--- config.mk ---
export PLATFORM = sky130hd
export DESIGN_NAME = codec_i2c_ctrl_flat
export DESIGN_NICKNAME = d
export VERILOG_FILES = /design/src/rtl/codec_ctrl_pkg.sv /design/src/rtl/codec_i2c_ctrl_if.sv /design/src/rtl/codec_init_rom.sv /design/src/rtl/codec_i2c_ctrl.sv /design/src/flat_wrapper.sv
export SDC_FILE = /design/constraint.sdc
export NUM_CORES = 1
export LEC_CHECK = 0
export CORE_MARGIN = 1
export CORE_UTILIZATION = 61
export DETAILED_ROUTE_END_ITERATION = 16
export MAX_ROUTING_LAYER = met4
export PLACE_DENSITY = 0.85
export SLEW_MARGIN = 0
export SYNTH_ARGS = -nofsm -noshare
export SYNTH_HDL_FRONTEND = slang
export SYNTH_SLANG_ARGS = --single-unit
--- constraint.sdc ---
create_clock -name clk -period 6.1 [get_ports clk]
set_input_delay 1.22 -clock clk [delete_from_list [all_inputs] [get_ports clk]]
set_output_delay 1.22 -clock clk [all_outputs]
set_load 0.02 [all_outputs]
--- src/rtl/codec_ctrl_pkg.sv ---
// codec_ctrl_pkg: engine op codes, sequencer states and init-table entry type shared by the codec control slice
package codec_ctrl_pkg;
  localparam logic [1:0] OP_IDLE = 2'd0;
  localparam logic [1:0] OP_WRITE = 2'd1;
  localparam logic [1:0] OP_READ = 2'd2;
  typedef enum logic [2:0] {S_IDLE, S_START, S_BYTE, S_GAP, S_RSTART, S_STOP, S_NEXT} state_t;
  typedef struct packed {
    logic [7:0] reg_addr;
    logic [7:0] data;
  } init_entry_t;
endpackage

--- src/rtl/codec_i2c_ctrl_if.sv ---
// codec_i2c_ctrl_if: host request/response bundle (req/req_we/req_reg/req_wdata in, busy/done/err/rdata/init_done out)
interface codec_i2c_ctrl_if;
  logic req, req_we, busy, done, err, init_done;
  logic [7:0] req_reg, req_wdata, rdata;
  modport master (output req, req_we, req_reg, req_wdata, input busy, done, err, rdata, init_done);
  modport slave (input req, req_we, req_reg, req_wdata, output busy, done, err, rdata, init_done);
endinterface

--- src/rtl/codec_init_rom.sv ---
// codec_init_rom: boot-time codec register table; idx_i selects entry_o {reg_addr, data}
module codec_init_rom
  import codec_ctrl_pkg::*;
(
  input  logic [7:0]  idx_i,
  output init_entry_t entry_o
);
  always_comb
    case (idx_i)
      8'd0: entry_o = '{8'h1E, 8'h00};
      8'd1: entry_o = '{8'h0C, 8'h10};
      8'd2: entry_o = '{8'h00, 8'h17};
      8'd3: entry_o = '{8'h02, 8'h17};
      8'd4: entry_o = '{8'h04, 8'h79};
      8'd5: entry_o = '{8'h06, 8'h79};
      8'd6: entry_o = '{8'h08, 8'h12};
      8'd7: entry_o = '{8'h0A, 8'h06};
      8'd8: entry_o = '{8'h0E, 8'h02};
      8'd9: entry_o = '{8'h12, 8'h01};
      default: entry_o = '0;
    endcase
endmodule

--- src/rtl/codec_i2c_ctrl.sv ---
// codec_i2c_ctrl: frames START/addr/reg/data/STOP around i2c_engine byte ops, replays the init table, serves host register reads/writes
// ports: clk/rst; host = slave side of codec_i2c_ctrl_if; eng_op/eng_wdata to engine, eng_rdata/eng_ack from engine;
//        bus_ovr/scl_ovr/sda_ovr to the pad mux (override owns the lines during START/RSTART/STOP and idle)
module codec_i2c_ctrl
  import codec_ctrl_pkg::*;
#(
  parameter logic [15:0] C_CLK_DIVISOR = 16'd2,
  parameter logic [6:0]  C_DEV_ADDR    = 7'h1A,
  parameter logic [7:0]  C_INIT_LEN    = 8'd10,
  parameter logic [3:0]  C_MAX_RETRY   = 4'd3
) (
  input  logic                    clk,
  input  logic                    rst,
  codec_i2c_ctrl_if.slave         host,
  output logic [1:0]              eng_op,
  output logic [7:0]              eng_wdata,
  input  logic [7:0]              eng_rdata,
  input  logic                    eng_ack,
  output logic                    bus_ovr,
  output logic                    scl_ovr,
  output logic                    sda_ovr
);
  localparam logic [15:0] H = C_CLK_DIVISOR >> 1;
  localparam logic [15:0] PH_LAST = 16'd3 * H - 16'd1;
  localparam logic [15:0] WIN_LAST = 16'd9 * C_CLK_DIVISOR - 16'd1;
  state_t state_q, state_d;
  logic [15:0] ph_q, ph_d, win_q, win_d;
  logic [2:0] bi_q, bi_d;
  logic [3:0] rt_q, rt_d;
  logic [7:0] idx_q, idx_d, reg_q, reg_d, dat_q, dat_d, rdata_q, rdata_d, tx_d;
  logic we_q, we_d, host_q, host_d, nack_q, nack_d, ack_q, ack_d, busy_q, busy_d;
  logic done_q, done_d, err_q, err_d, init_done_q, init_done_d, launch, rd_q, rd_d, p0, p1;
  init_entry_t ent;

  codec_init_rom u_rom (.idx_i(idx_q), .entry_o(ent));

  assign rd_q = !we_q && bi_q == 3'd3;
  assign host.busy = busy_q;
  assign host.done = done_q;
  assign host.err = err_q;
  assign host.rdata = rdata_q;
  assign host.init_done = init_done_q;

  always_comb begin
    state_d = state_q;
    ph_d = ph_q + 16'd1;
    win_d = win_q + 16'd1;
    bi_d = bi_q;
    rt_d = rt_q;
    idx_d = idx_q;
    we_d = we_q;
    host_d = host_q;
    nack_d = nack_q;
    ack_d = ack_q | eng_ack;
    reg_d = reg_q;
    dat_d = dat_q;
    busy_d = busy_q;
    done_d = 1'b0;
    err_d = err_q;
    rdata_d = rdata_q;
    init_done_d = init_done_q;
    launch = 1'b0;
    case (state_q)
      S_IDLE:
        if (!init_done_q && idx_q == C_INIT_LEN) begin
          init_done_d = 1'b1;
          busy_d = 1'b0;
        end else if (!init_done_q) begin
          launch = 1'b1;
          we_d = 1'b1;
          host_d = 1'b0;
          reg_d = ent.reg_addr;
          dat_d = ent.data;
        end else if (!busy_q && host.req) begin
          launch = 1'b1;
          we_d = host.req_we;
          host_d = 1'b1;
          reg_d = host.req_reg;
          dat_d = host.req_wdata;
          busy_d = 1'b1;
          err_d = 1'b0;
        end
      S_START, S_RSTART:
        if (ph_q == PH_LAST) begin
          state_d = S_BYTE;
          win_d = '0;
          ack_d = 1'b0;
        end
      S_BYTE:
        if (win_q == WIN_LAST) begin
          rdata_d = rd_q ? eng_rdata : rdata_q;
          if (!rd_q && !ack_d) begin
            state_d = S_STOP;
            ph_d = '0;
            nack_d = 1'b1;
          end else begin
            state_d = S_GAP;
            bi_d = bi_q + 3'd1;
          end
        end
      S_GAP: begin
        ph_d = '0;
        win_d = '0;
        ack_d = 1'b0;
        state_d = bi_q == (we_q ? 3'd3 : 3'd4) ? S_STOP : (!we_q && bi_q == 3'd2) ? S_RSTART : S_BYTE;
      end
      S_STOP:
        if (ph_q == PH_LAST) state_d = S_NEXT;
      S_NEXT:
        if (nack_q && rt_q != C_MAX_RETRY) launch = 1'b1;
        else begin
          state_d = S_IDLE;
          err_d = err_q | nack_q;
          done_d = host_q;
          busy_d = busy_q & !host_q;
          idx_d = host_q ? idx_q : idx_q + 8'd1;
        end
      default: state_d = S_IDLE;
    endcase
    if (launch) begin
      state_d = S_START;
      ph_d = '0;
      bi_d = '0;
      nack_d = 1'b0;
      rt_d = state_q == S_NEXT ? rt_q + 4'd1 : 4'd0;
    end
    rd_d = !we_d && bi_d == 3'd3;
    tx_d = bi_d == 3'd0 ? {C_DEV_ADDR, 1'b0} : bi_d == 3'd1 ? reg_d : bi_d != 3'd2 ? 8'hFF : we_d ? dat_d : {C_DEV_ADDR, 1'b1};
    p0 = ph_d < H;
    p1 = ph_d < 16'd2 * H;
  end

  always_ff @(posedge clk)
    if (rst) begin
      state_q <= S_IDLE;
      ph_q <= '0;
      win_q <= '0;
      bi_q <= '0;
      rt_q <= '0;
      idx_q <= '0;
      we_q <= 1'b0;
      host_q <= 1'b0;
      nack_q <= 1'b0;
      ack_q <= 1'b0;
      reg_q <= '0;
      dat_q <= '0;
      busy_q <= 1'b1;
      done_q <= 1'b0;
      err_q <= 1'b0;
      rdata_q <= '0;
      init_done_q <= 1'b0;
      eng_op <= OP_IDLE;
      eng_wdata <= '0;
      bus_ovr <= 1'b1;
      scl_ovr <= 1'b1;
      sda_ovr <= 1'b1;
    end else begin
      state_q <= state_d;
      ph_q <= ph_d;
      win_q <= win_d;
      bi_q <= bi_d;
      rt_q <= rt_d;
      idx_q <= idx_d;
      we_q <= we_d;
      host_q <= host_d;
      nack_q <= nack_d;
      ack_q <= ack_d;
      reg_q <= reg_d;
      dat_q <= dat_d;
      busy_q <= busy_d;
      done_q <= done_d;
      err_q <= err_d;
      rdata_q <= rdata_d;
      init_done_q <= init_done_d;
      eng_op <= state_d == S_BYTE ? (rd_d ? OP_READ : OP_WRITE) : OP_IDLE;
      eng_wdata <= state_d == S_IDLE ? eng_wdata : tx_d;
      bus_ovr <= !(state_d inside {S_BYTE, S_GAP});
      {scl_ovr, sda_ovr} <= (state_d == S_START || state_d == S_RSTART) ? {p1, p0} : state_d == S_STOP ? {!p0, !p1} : 2'b11;
    end
endmodule

--- src/flat_wrapper.sv ---
// flat-port wrapper written by rule: the top's interface ports become plain ports
module codec_i2c_ctrl_flat import codec_ctrl_pkg::*;
#(
  parameter logic [15:0] C_CLK_DIVISOR = 16'd2,
  parameter logic [6:0]  C_DEV_ADDR    = 7'h1A,
  parameter logic [7:0]  C_INIT_LEN    = 8'd10,
  parameter logic [3:0]  C_MAX_RETRY   = 4'd3
)
  (clk, rst, eng_op, eng_wdata, eng_rdata, eng_ack, bus_ovr, scl_ovr, sda_ovr, host_req, host_req_we, host_req_reg, host_req_wdata, host_busy, host_done, host_err, host_rdata, host_init_done);
  codec_i2c_ctrl_if host_i ();
  input  logic clk;
  input  logic rst;
  output logic [1:0] eng_op;
  output logic [7:0] eng_wdata;
  input  logic [7:0] eng_rdata;
  input  logic eng_ack;
  output logic bus_ovr;
  output logic scl_ovr;
  output logic sda_ovr;
  input wire logic [$bits(host_i.req)-1:0] host_req;
  input wire logic [$bits(host_i.req_we)-1:0] host_req_we;
  input wire logic [$bits(host_i.req_reg)-1:0] host_req_reg;
  input wire logic [$bits(host_i.req_wdata)-1:0] host_req_wdata;
  output wire logic [$bits(host_i.busy)-1:0] host_busy;
  output wire logic [$bits(host_i.done)-1:0] host_done;
  output wire logic [$bits(host_i.err)-1:0] host_err;
  output wire logic [$bits(host_i.rdata)-1:0] host_rdata;
  output wire logic [$bits(host_i.init_done)-1:0] host_init_done;
  assign host_i.req = host_req;
  assign host_i.req_we = host_req_we;
  assign host_i.req_reg = host_req_reg;
  assign host_i.req_wdata = host_req_wdata;
  assign host_busy = host_i.busy;
  assign host_done = host_i.done;
  assign host_err = host_i.err;
  assign host_rdata = host_i.rdata;
  assign host_init_done = host_i.init_done;
  codec_i2c_ctrl #(.C_CLK_DIVISOR(C_CLK_DIVISOR), .C_DEV_ADDR(C_DEV_ADDR), .C_INIT_LEN(C_INIT_LEN), .C_MAX_RETRY(C_MAX_RETRY)) u_core (.clk(clk), .rst(rst), .host(host_i), .eng_op(eng_op), .eng_wdata(eng_wdata), .eng_rdata(eng_rdata), .eng_ack(eng_ack), .bus_ovr(bus_ovr), .scl_ovr(scl_ovr), .sda_ovr(sda_ovr));
endmodule
==> impl_metrics.json, run 1 <==
{
  "avgSynthCellArea_um2": 8.670,
  "cp.required_ns": 6.39,
  "cts_sinks": 104,
  "crit_path_start_kind": "register",
  "synth.most_common_cell": "dfxtp_1",
  "drt-pass1-iter-count": 5,
  "syn_area_um2": 5011,
  "cts_tree": "done",
  "endpoint_kind": "register",
  "die_h_um": 92.64,
  "clock_path_buffers": 2,
  "dp.cells": 713,
  "max_slew_margin": 0.2494,
  "pin_count": 54,
  "synth.area.top_cells": "dfxtp_1, nor2_1, ha_1, nand2_1, xnor2_1",
  "grt-ovfl-total": 0,
  "pwr-share-seq": 0.540,
  "portBuffers": 53,
  "fin_nets": 666,
  "drc": 0,
  "antenna_found_initial": 0,
  "clockRootBuffer": "clkbuf_8",
  "worstMarginPinSlew_ns": 1.124,
  "setup_violations": 0,
  "ys_ff_latch": 104,
  "cts_hold_buffers": 0,
  "outcome": "finished, final reports clean",
  "clock_latency_ns": 0.38,
  "synth-edff-count": 0,
  "postRouteAntennaNets": 0,
  "rsz0062_at_grt": "no",
  "stdcell_count": 729,
  "yosys.area.top_type": "dfxtp_1",
  "n_fill_cell": 581,
  "power.density_nw_per_um2": 223.5,
  "synth_nets": 622,
  "via_per_inst": 5.997,
  "grt_pass1_vias": 4107,
  "async_flop_share": 0,
  "fp.coreArea_um2": 7848,
  "finalHoldViolations": 0,
  "p_sw_frac": 0.2502,
  "worstSetupPathType": "reg2reg",
  "drive_gt1_frac": 0.06380,
  "combPwrFrac": 0.090,
  "postCtsSetupBuffers": 0,
  "p_clk_frac": 0.370,
  "slew_viol_final": 0,
  "drv_cap": 0,
  "min_period_over_period": 0.5405,
  "irDropWorstVdd_v": 0.0001399,
  "initial_core_util": 0.6386,
  "synthCells": 578,
  "fin_crit_ns": 3.297,
  "arrival_ns": 3.58,
  "synth.top_cells.by_count": "dfxtp_1, nor2_1, nand2_1, a21oi_1",
  "cellLeakagePower_nw": 2.051,
  "grt_max_degree": 25,
  "place_congestion": 0.9038,
  "cts_buffers": 9,
  "clk_pin_slew_ns": 0.10,
  "post_drt_wl_per_cell_um": 15.27,
  "path_max_fanout": 11,
  "final_util": 0.7423,
  "area_delta_synth_final_pct": 16.25,
  "cts_resized": 0,
  "grt_pass1_wl_mm": 18.58,
  "grt_usage": 0.2786,
  "ys_warn_count": 0,
  "final.setup_skew_ns": 0.01417,
  "n_antenna_cell": 0,
  "ys_seq_area_frac": 0.4155,
  "htree_num_levels": 3,
  "dieArea_um2": 8581,
  "synthDistinctLibCells": 68,
  "wirelength_mm": 11.13,
  "tns_ns": 0,
  "dieWidth_um": 92.64,
  "hpwlAfterDp_mm": 8.159,
  "synth_largest_type_area_fraction": 0.4155,
  "clock.fmax_mhz": 303.3,
  "p_total_w": 0.001302,
  "row_count": 32,
  "p_sw_w": 0.0003258,
  "power.internal_w": 0.0009763,
  "min_path_type": "reg2reg",
  "drt_iter0_markers": 246,
  "vias": 4372,
  "synth-main-ff-cell": "dfxtp_1",
  "fin_hold_ws_ns": 0.4624
}
## cells in the final DEF, fill, tap and decap left out, types with 13 or more instances in the layout
master,n
nand4_1,13
and2_1,20
xnor2_1,18
nor3_1,14
ha_1,15
nor2_1,66
inv_1,22
a21oi_1,25
clkdlybuf4s50_1,53
nand2_1,50
o21ai_0,13
dfxtp_1,104
nand3_1,22
xor2_1,17
## critical path: stages (launching register included)
cell and delay [ns]:
dfxtp_1 0.38, ha_1 0.17, or3b_2 0.50, a211oi_1 0.32, buf_4 0.24, nor2_1 0.07, a211oi_1 0.60, inv_1 0.21
ha_1 0.34, nor2b_1 0.13, a31o_2 0.24
## through the flow
step | setup WS [ns] | cell area [um^2]
detailed placement | 2.467 | 5602
global route | 2.575 | 5826
CTS | 2.803 | 5826
finish | 2.803 | 5826
floorplan | 3.154 | 5011
global placement | 2.560 | 5602
## layout make-up
cell class	count	area, um^2	area share
sequential	104	2082	0.3574
multi-input combinational	429	2760	0.4738
clock inverter	7	100.1	0.01718
timing repair buffer	55	545.5	0.09364
tap	102	127.6	0.02191
inverter	23	86.33	0.01482
clock buffer	9	123.9	0.02126
## routing by layer
layer	global-route usage	part of all wire	vias up
met5	-	0	-
met4	0.09615	0.020	0
li1	-	-	2165
met1	0.3369	0.45	2046
met3	0.05008	0.045	21
met2	0.4685	0.48	140
## logic make-up after synthesis
logic type / share of synthesized area
mux: 0.01423
compound gates: 0.1753
flops: 0.4155
fa+ha+maj: 0.03745
buf+inv: 0.03521
xor+xnor: 0.06117
simple gates: 0.2612
## final timing paths
kind	cells past startpoint	start	slack, ns	to
setup reg to reg	10	u_core.rt_q[0]	2.80	register
hold / removal	2	u_core.host.rdata[7]	0.46	u_core.host.rdata[7]
hold reg to reg	2	u_core.host.rdata[7]	0.46	u_core.host.rdata[7]
setup / recovery	10	u_core.rt_q[0]	2.80	register
## power groups by stage
stage | clock, W | combinational [W] | sequential (W)
6_report | 0.000482 | 0.000117 | 0.000703
5_1_grt | 0.000518 | 0.000126 | 0.000705
4_1_cts | 0.000486 | 0.000116 | 0.000703
3_5_place_dp | 0 | 0.000116 | 0.000719
3_3_place_gp | 0 | 0.000113 | 0.000718
2_1_floorplan | 0 | 0.0000698 | 0.000718
## registers in the layout, summed over array words and instances, names as in the netlist, 3 cells and up, named ones only
name and cells:
u_core.eng_wdata 8, u_core.rt_q 4, u_core.reg_q 8, u_core.host.rdata 8, u_core.dat_q 8, u_core.win_q 16, u_core.ph_q 16, u_core.idx_q 8
u_core.state_q 3, u_core.bi_q 3
Power figures use the tool's default switching activity.
==> run 2, diff against run 1 <==
Settings changed: CORE_UTILIZATION 61 to 51, PLACE_DENSITY 0.85 to 0.76.
Clock period 6.1 ns to 2.9 ns, I/O delays scaled along.
==> impl_metrics.json, run 2 (synthesized netlist as in run 1, its figures left out) <==
{
  "layout_commonest_cell": "dfxtp_1",
  "row_count": 35,
  "vias": 4360,
  "post-place-ws_ns": 0.1300,
  "postRouteAntennaNets": 0,
  "finalHoldViolations": 0,
  "clockRootBuffer": "clkbuf_8",
  "stdcell_count": 770,
  "irDropWorstVdd_v": 0.0003138,
  "slew_viol_final": 0,
  "min_path_type": "reg2reg",
  "fin_crit_ns": 2.730,
  "min_period_over_period": 0.9413,
  "clock.fmax_mhz": 366.3,
  "final.setup_skew_ns": 0.01458,
  "cp.required_ns": 3.16,
  "worstMarginPinSlew_ns": 1.157,
  "clock_latency_ns": 0.36,
  "fp.coreArea_um2": 9371,
  "fin_nets": 681,
  "final_cell_mix": "dfxtp_1, nor2_1, clkdlybuf4s50_1",
  "tns_ns": 0,
  "post_drt_wl_per_cell_um": 14.77,
  "drv_cap": 0,
  "rsz0062_at_grt": "no",
  "grt_max_degree": 23,
  "portBuffers": 53,
  "grt_pass1_vias": 4086,
  "largestRegisters": "u_core.ph_q (16), u_core.win_q (16)",
  "clk_pin_slew_ns": 0.09,
  "die_h_um": 101.1,
  "n_antenna_cell": 0,
  "cts_buffers": 9,
  "final.setup.worst_slack_ns": 0.1702,
  "max_slew_margin": 0.2275,
  "antenna_found_initial": 0,
  "power.density_nw_per_um2": 428.1,
  "drt_iter0_markers": 184,
  "htree_num_levels": 3,
  "crit_path_start_kind": "register",
  "cts_hold_buffers": 0,
  "drt-pass1-iter-count": 4,
  "outcome": "finished, final reports clean",
  "cts_resized": 0,
  "cts_sinks": 104,
  "area_delta_synth_final_pct": 18.53,
  "worstSetupPathType": "reg2reg",
  "p_total_w": 0.002543,
  "cellLeakagePower_nw": 2.100,
  "dp.cells": 755,
  "clock_path_buffers": 2,
  "grt_usage": 0.2414,
  "drive_gt1_frac": 0.08892,
  "setup_violations": 0,
  "pin_count": 54,
  "place_congestion": 0.9651,
  "postCtsSetupBuffers": 0,
  "path_max_fanout": 11,
  "drc": 0,
  "grt_pass1_wl_mm": 19.02,
  "initial_core_util": 0.5347,
  "cts_tree": "done",
  "hpwlAfterDp_mm": 8.463,
  "dieArea_um2": 10230,
  "final_util": 0.6338,
  "wirelength_mm": 11.37,
  "grt-ovfl-total": 0,
  "endpoint_kind": "register",
  "via_per_inst": 5.662,
  "arrival_ns": 2.99,
  "dieWidth_um": 101.1
}
==> run 2: worst paths after layout <==
path,from,end,slack [ns],cells after the start
worst max-delay path,u_core.rt_q[0],register,0.17,10
worst max register to register,u_core.rt_q[0],register,0.17,10
worst min-delay path,u_core.host.rdata[0],u_core.host.rdata[0],0.45,2
worst min register to register,u_core.host.rdata[0],u_core.host.rdata[0],0.45,2
==> run 2: worst max-delay path: stages (launching register included) <==
cell and delay [ns]:
dfxtp_1 0.38, ha_1 0.18, or3b_2 0.51, a211oi_2 0.29, buf_6 0.18, nor2_1 0.07
a211oi_2 0.22, inv_1 0.13, ha_1 0.31, nor2b_1 0.14, a31o_2 0.21
==> run 2: cell type report <==
type | count | area [um^2]
fillers | 829 | 3432
clock inverters | 5 | 33.78
multi-input cells | 429 | 2776
well taps | 129 | 161.4
inverters | 23 | 86.33
repair buffers | 70 | 661.9
clock buffers | 10 | 137.6
flip-flops and latches | 104 | 2082
==> run 2: stage by stage <==
| step | cell area [um^2] | hold WS, ns |
|---|---|---|
| 2_1_floorplan | 5016 | 0.4492 |
| 3_3_place_gp | 5753 | 0.4374 |
| 3_5_place_dp | 5753 | 0.4454 |
| 4_1_cts | 5924 | 0.4580 |
| 5_1_grt | 5939 | 0.4807 |
| 6_report | 5939 | 0.4528 |
==> run 2: per-layer routing <==
| layer | global-route usage | part of all wire |
|---|---|---|
| met1 | 0.2997 | 0.47 |
| met2 | 0.3967 | 0.48 |
| met3 | 0.04716 | 0.044 |
| met4 | 0.07246 | 0.012 |
| met5 | - | 0 |
==> run 2: report_power, final <==
| part | switching, W | total, W | leakage (nW) | internal, W |
|---|---|---|---|---|
| Sequential | 0.0000275 | 0.00148 | 0.842 | 0.00145 |
| Clock | 0.000475 | 0.000804 | 0.0841 | 0.000329 |
| Combinational | 0.000143 | 0.000259 | 1.17 | 0.000115 |
| Total | 0.000646 | 0.00254 | 2.10 | 0.00190 |
